### config.mk
export PLATFORM = sky130hd
export DESIGN_NAME = muldiv_ctrl
export DESIGN_NICKNAME = d
export VERILOG_FILES = /design/src/rtl/muldiv_ctrl.sv
export SDC_FILE = /design/constraint.sdc
export NUM_CORES = 1
export LEC_CHECK = 0
export BUFFER_PORTS_ARGS = -buffer_cell sky130_fd_sc_hd__buf_2
export CAP_MARGIN = 20
export CORE_ASPECT_RATIO = 1.2
export CORE_UTILIZATION = 30
export CTS_CLUSTER_DIAMETER = 150
export DETAILED_ROUTE_END_ITERATION = 10
export MAX_ROUTING_LAYER = met4
export PLACE_DENSITY = 0.5
export RECOVER_POWER = 100
export SKIP_LAST_GASP = 1
export SYNTH_ARGS = -nofsm -noshare
export SYNTH_HDL_FRONTEND = slang
export SYNTH_SLANG_ARGS = --single-unit
### constraint.sdc
create_clock -name CLK -period 6.6 [get_ports CLK]
set_input_delay 1.32 -clock CLK [delete_from_list [all_inputs] [get_ports CLK]]
set_output_delay 1.32 -clock CLK [all_outputs]
set_load 0.01 [all_outputs]
### src/rtl/muldiv_ctrl.sv
// HI/LO owner for the MIPS core: iterative 32-step multiply and restoring divide.
// Define MULDIV_DIV_EN to build the divider; otherwise DIV/DIVU are no-ops.
module muldiv_ctrl (
  input  logic        CLK,
  input  logic        RST,
  input  logic        Valid,
  input  logic [5:0]  Op,
  input  logic [5:0]  Func,
  input  logic [31:0] A,
  input  logic [31:0] B,
  output logic        Busy,
  output logic        Stall,
  output logic [31:0] HiLoRdata,
  output logic [31:0] HI,
  output logic [31:0] LO
);

  typedef enum logic [1:0] {S_IDLE, S_CALC, S_FIX} state_t;

  state_t      state_q;
  logic [4:0]  step_q;
  // Multiply: {partial product, multiplier}. Divide: low half holds dividend/quotient.
  logic [63:0] acc_q;
  logic [31:0] opnd_q;
  logic        sa_q, sb_q;
  logic [31:0] hi_q, lo_q;
`ifdef MULDIV_DIV_EN
  logic        is_div_q, div0_q;
  logic [32:0] rem_q;
  logic [31:0] araw_q;
`endif

  logic        rtype, dec_mfhi, dec_mflo, dec_mthi, dec_mtlo, dec_mul, dec_div;
  logic        dec_any, dec_signed;
  logic [31:0] amag, bmag;

  assign rtype    = Valid && (Op == 6'h00);
  assign dec_mfhi = rtype && (Func == 6'h10);
  assign dec_mthi = rtype && (Func == 6'h11);
  assign dec_mflo = rtype && (Func == 6'h12);
  assign dec_mtlo = rtype && (Func == 6'h13);
  assign dec_mul  = rtype && ((Func == 6'h18) || (Func == 6'h19));
`ifdef MULDIV_DIV_EN
  assign dec_div  = rtype && ((Func == 6'h1A) || (Func == 6'h1B));
`else
  assign dec_div  = 1'b0;
`endif
  assign dec_any    = dec_mfhi | dec_mflo | dec_mthi | dec_mtlo | dec_mul | dec_div;
  assign dec_signed = ~Func[0];

  assign amag = (dec_signed && A[31]) ? -A : A;
  assign bmag = (dec_signed && B[31]) ? -B : B;

  assign Busy      = (state_q != S_IDLE);
  assign Stall     = Busy && dec_any;
  assign HI        = hi_q;
  assign LO        = lo_q;
  assign HiLoRdata = dec_mfhi ? hi_q : (dec_mflo ? lo_q : '0);

  logic [32:0] mul_sum;
  logic [63:0] mul_next, prod_fix;
  logic [31:0] fix_hi, fix_lo;
`ifdef MULDIV_DIV_EN
  logic [32:0] div_sh, rem_next;
  logic [33:0] div_diff;
  logic [31:0] quo_next;
`endif

  always_comb begin
    mul_sum  = {1'b0, acc_q[63:32]} + (acc_q[0] ? {1'b0, opnd_q} : 33'd0);
    mul_next = {mul_sum, acc_q[31:1]};
    prod_fix = (sa_q ^ sb_q) ? -acc_q : acc_q;
    fix_hi   = prod_fix[63:32];
    fix_lo   = prod_fix[31:0];
`ifdef MULDIV_DIV_EN
    div_sh   = {rem_q[31:0], acc_q[31]};
    div_diff = {1'b0, div_sh} - {2'b00, opnd_q};
    rem_next = div_diff[33] ? div_sh : div_diff[32:0];
    quo_next = {acc_q[30:0], ~div_diff[33]};
    if (is_div_q) begin
      // Divide by zero reports the raw dividend and skips the sign fix.
      fix_lo = div0_q ? '1 : ((sa_q ^ sb_q) ? -acc_q[31:0] : acc_q[31:0]);
      fix_hi = div0_q ? araw_q : (sa_q ? -rem_q[31:0] : rem_q[31:0]);
    end
`endif
  end

  always_ff @(posedge CLK or posedge RST) begin
    if (RST) begin
      state_q  <= S_IDLE;
      step_q   <= '0;
      acc_q    <= '0;
      opnd_q   <= '0;
      sa_q     <= 1'b0;
      sb_q     <= 1'b0;
      hi_q     <= '0;
      lo_q     <= '0;
`ifdef MULDIV_DIV_EN
      is_div_q <= 1'b0;
      div0_q   <= 1'b0;
      rem_q    <= '0;
      araw_q   <= '0;
`endif
    end else begin
      case (state_q)
        S_IDLE: begin
          if (dec_mthi) hi_q <= A;
          if (dec_mtlo) lo_q <= A;
          if (dec_mul || dec_div) begin
            state_q <= S_CALC;
            step_q  <= '0;
            sa_q    <= dec_signed && A[31];
            sb_q    <= dec_signed && B[31];
`ifdef MULDIV_DIV_EN
            is_div_q <= dec_div;
            div0_q   <= (B == 32'd0);
            rem_q    <= '0;
            araw_q   <= A;
`endif
            if (dec_div) begin
              acc_q  <= {32'd0, amag};
              opnd_q <= bmag;
            end else begin
              acc_q  <= {32'd0, bmag};
              opnd_q <= amag;
            end
          end
        end
        S_CALC: begin
          step_q <= step_q + 5'd1;
`ifdef MULDIV_DIV_EN
          if (is_div_q) begin
            acc_q <= {32'd0, quo_next};
            rem_q <= rem_next;
          end else begin
            acc_q <= mul_next;
          end
`else
          acc_q <= mul_next;
`endif
          if (step_q == 5'd31) state_q <= S_FIX;
        end
        S_FIX: begin
          hi_q    <= fix_hi;
          lo_q    <= fix_lo;
          step_q  <= '0;
          state_q <= S_IDLE;
        end
        default: state_q <= S_IDLE;
      endcase
    end
  end

endmodule

==> qor.txt <==
DP Area -> 0.01371 mm^2
First-pass GRT wire length -> 67.07 mm
Setup CP Type -> in -> reg
Tmin final -> 4.975 ns
Mux share of post-synthesis cell area -> 3.272%
Synth Area in Simple Gates -> 20.76%
Max IR drop VDD -> 0.1480 mV
Setup Fix Bufs, Post-CTS -> 0
Detail Route Antenna Nets -> 0
FF-to-FF path depth -> 8
IO buf count -> 176
GRT Total Usage -> 21.39%
Rel. slew slack -> -86.56%
CTS clk-pin slew, worst paths -> 0.07 ns
Row Count -> 81
Gate Count Post-Synth -> 1502
Crit end category -> flop
Hold depth -> 2
Die area -> 0.04199 mm^2
Fraction of the cycle the final worst path needs -> 75.38%
Initial DRC count -> 882
Count of different cell masters after synthesis -> 75
Die span in y -> 224.3 um
Leakage power -> 6.142 nW
Seq cells post-synth -> 169
Status -> finished, violations left
Io pins -> 177
Clk Latency, worst-skew pair -> 0.45 ns
FMAX -> 201.0 MHz
Area of the multi-input gates -> 0.007707 mm^2
Area occupied by registers -> 0.004229 mm^2
Placed cells -> 2139
Post-Route Setup TNS -> 0 ns
Seq/Total Area, Yosys -> 34.24%
Gpl congestion -> 0.9456
Final slew viol count -> 296
DRC Markers -> 0
Post-Syn Area per Cell -> 8.224 um^2
Synth Flop Type -> dfrtp_1
Root Driver -> clkbuf_16
Worst Path Required -> 6.95 ns
Max_cap viols -> 6
Hold Fails Final Rpt -> 0
CTS buffer count -> 17
Die width -> 187.2 um
Least-Margin Pin Slew -> 2.783 ns
Synth warn -> 0
Syn-to-layout area delta -> 14.31%
Clock sink count -> 169
Fin area -> 0.01412 mm^2
Vias -> 11.79k
Largest net degree at the start of global routing -> 74
Main combinational cell family by area after synthesis -> compound AO/OA/AOI/OAI gates
Syn Nets -> 1622
Routed WL -> 44.03 mm
Post-synthesis xor/xnor area fraction -> 9.643%
RSZ-0062 raised after global routing -> no
DP Wirelength -> 33.90 mm
Worst Skew -> 0.01226 ns
Failing checks -> capacitance limit, slew limit
Final nets -> 1740
Hold_buf cts -> 0
CP Data Arrival Time -> 5.32 ns
Ys async rst share -> 100.0%
Detailed-route vias per instance -> 5.427
CP startpoint kind -> primary input
CP Max Fanout -> 37
Cell Count, Final, Fillers Out -> 2172
Avg WL per Cell -> 20.27 um
Initial antenna violation count -> 1
GRT Residual Overflow -> 0
Layout cells sized above 1 -> 9.069%
Core Area -> 0.04064 mm^2
Min-delay worst type -> reg -> reg
Post-synth EDFFs -> 0
Fill cell count -> 4313
CTS tree -> yes
H-tree levels -> 4
Number of global-route vias before repair -> 11.28k
Starting Density -> 30.39%
1st-pass router iterations -> 5
Pwr Total -> 2.327 mW
PwrDens -> 164.8 mW/mm^2
CTS resizes -> 0
Max clock buf depth -> 2
Cell Area, Synth -> 0.01235 mm^2
Endpoints failing setup -> 0
Synth Area in Compound Gates -> 24.22%
Synth Area in Adders -> 4.214%
cell usage in the layout (no fill, tap or decap), drive strengths merged, types with 6 or more instances in the layout:
cell / Yosys / layout
nand2b: 10 / 10
nor3: 31 / 31
nor2: 163 / 163
mux2i: 37 / 37
a21o: 41 / 41
nor2b: 6 / 6
a2111oi: 6 / 6
inv: 22 / 21
or3: 25 / 25
a221oi: 21 / 21
clkbuf: 81 / 130
dfrtp: 169 / 169
a31oi: 14 / 14
a211oi: 28 / 28
or4: 9 / 9
nand2: 162 / 162
nand4: 13 / 13
nor4: 21 / 21
and3: 6 / 6
xor2: 72 / 72
o31ai: 25 / 25
o41ai: 16 / 16
a21oi: 109 / 109
and2: 37 / 37
buf: 12 / 85
or2: 6 / 6
ha: 40 / 40
o21ai: 156 / 156
nand3: 20 / 20
xnor2: 64 / 64
path summary, 6_finish.rpt:
kind	to	from	slack, ns
setup / recovery	HI[15]$_DFFE_PP0P_	Op[1]	1.62
hold reg to reg	opnd_q[27]$_DFFE_PP0P_	opnd_q[27]$_DFFE_PP0P_	0.48
min in group asynchronous	LO[27]$_DFFE_PP0P_	RST	1.64
max in group asynchronous	opnd_q[3]$_DFFE_PP0P_	RST	2.49
setup reg to reg	HI[15]$_DFFE_PP0P_	state_q[0]$_DFFE_PP0P_	1.93
hold / removal	opnd_q[27]$_DFFE_PP0P_	opnd_q[27]$_DFFE_PP0P_	0.48
area by class of cell:
class                           instances  share of cell area, %
Inverter                               22                 0.5937
Antenna cell                            1                0.01772
Clock buffer                           23                  3.385
Sequential cell                       169                  29.95
Clock inverter                          8                 0.6735
Tap cell                              539                  4.776
Multi-Input combinational cell       1218                  54.59
Timing Repair Buffer                  192                  6.017
critical path, cell delays in order:
cell,delay [ns]
buf_2,0.09
nor4_1,0.28
nand4b_1,0.25
nor4_1,0.85
or2_0,1.64
nand2_1,0.56
o221ai_1,0.30
per-stage QoR:
stage	utilization, %	setup slack [ns]	hold slack [ns]
3_5_place_dp	33.74	2.090	0.4665
3_3_place_gp	33.74	2.149	0.4566
5_1_grt	34.74	1.216	0.5062
4_1_cts	35.15	2.087	0.4865
2_1_floorplan	-	0.7049	0.4375
6_report	34.74	1.625	0.4825
report_power, final:
group | internal (mW) | switching (mW) | total (mW) | leakage [nW]
Clock | 0.583 | 0.438 | 1.02 | 0.279
Combinational | 0.0844 | 0.172 | 0.256 | 3.50
Sequential | 1.04 | 0.00798 | 1.05 | 2.36
metal layers:
layer	share of wire, %	GRT usage (%)
met2	47	34.44
met5	0	-
met1	45	27.14
met4	3.1	8.117
met3	4.2	3.089
cell families (layout without fill, tap and decap cells):
group,count (synthesis),in the layout
compound gates,470,470
simple gates,531,531
mux,40,40
fa+ha+maj,41,41
buf+inv,115,245
flops,169,169
other cells,0,1
xor+xnor,136,136
synth_stat cells (4+ instances only):
cell type,instances,share of area [%]
dfrtp_1,169,34
nand2_1,162,4.9
nor2_1,162,4.9
o21ai_0,156,6.3
a21oi_1,109,4.4
clkbuf_1,81,2.5
xor2_1,72,5.1
xnor2_1,64,4.5
a21o_1,41,2.5
ha_1,40,4.1
and2_1,37,1.9
mux2i_1,37,3.0
nor3_1,30,1.2
a211oi_1,28,1.7
o31ai_1,24,1.5
or3_1,23,1.2
inv_1,22,0.67
a221oi_1,20,1.4
nand3_1,20,0.81
nor4_1,20,1.0
a31oi_1,14,0.71
nand4_1,13,0.66
o41ai_1,12,0.85
nand2b_1,10,0.51
a2111oi_0,6,0.43
and3_1,6,0.30
buf_1,6,0.18
nor2b_1,6,0.30
a221o_1,5,0.41
nor3b_1,5,0.30
o211ai_1,5,0.30
o21a_1,5,0.30
o21bai_1,5,0.30
o22ai_1,5,0.25
or2_2,5,0.25
or4_1,5,0.30
a41oi_1,4,0.28
buf_2,4,0.16
nand3b_1,4,0.24
o41ai_2,4,0.53
or4_4,4,0.36
flip-flops by register name (all words and copies together) (netlist names):
| signal | count |
|---|---|
| HI | 32 |
| LO | 32 |
| acc_q | 64 |
| opnd_q | 32 |
| sa_q | 1 |
| sb_q | 1 |
| state_q | 2 |
| step_q | 5 |
Power figures use the tool's default switching activity.
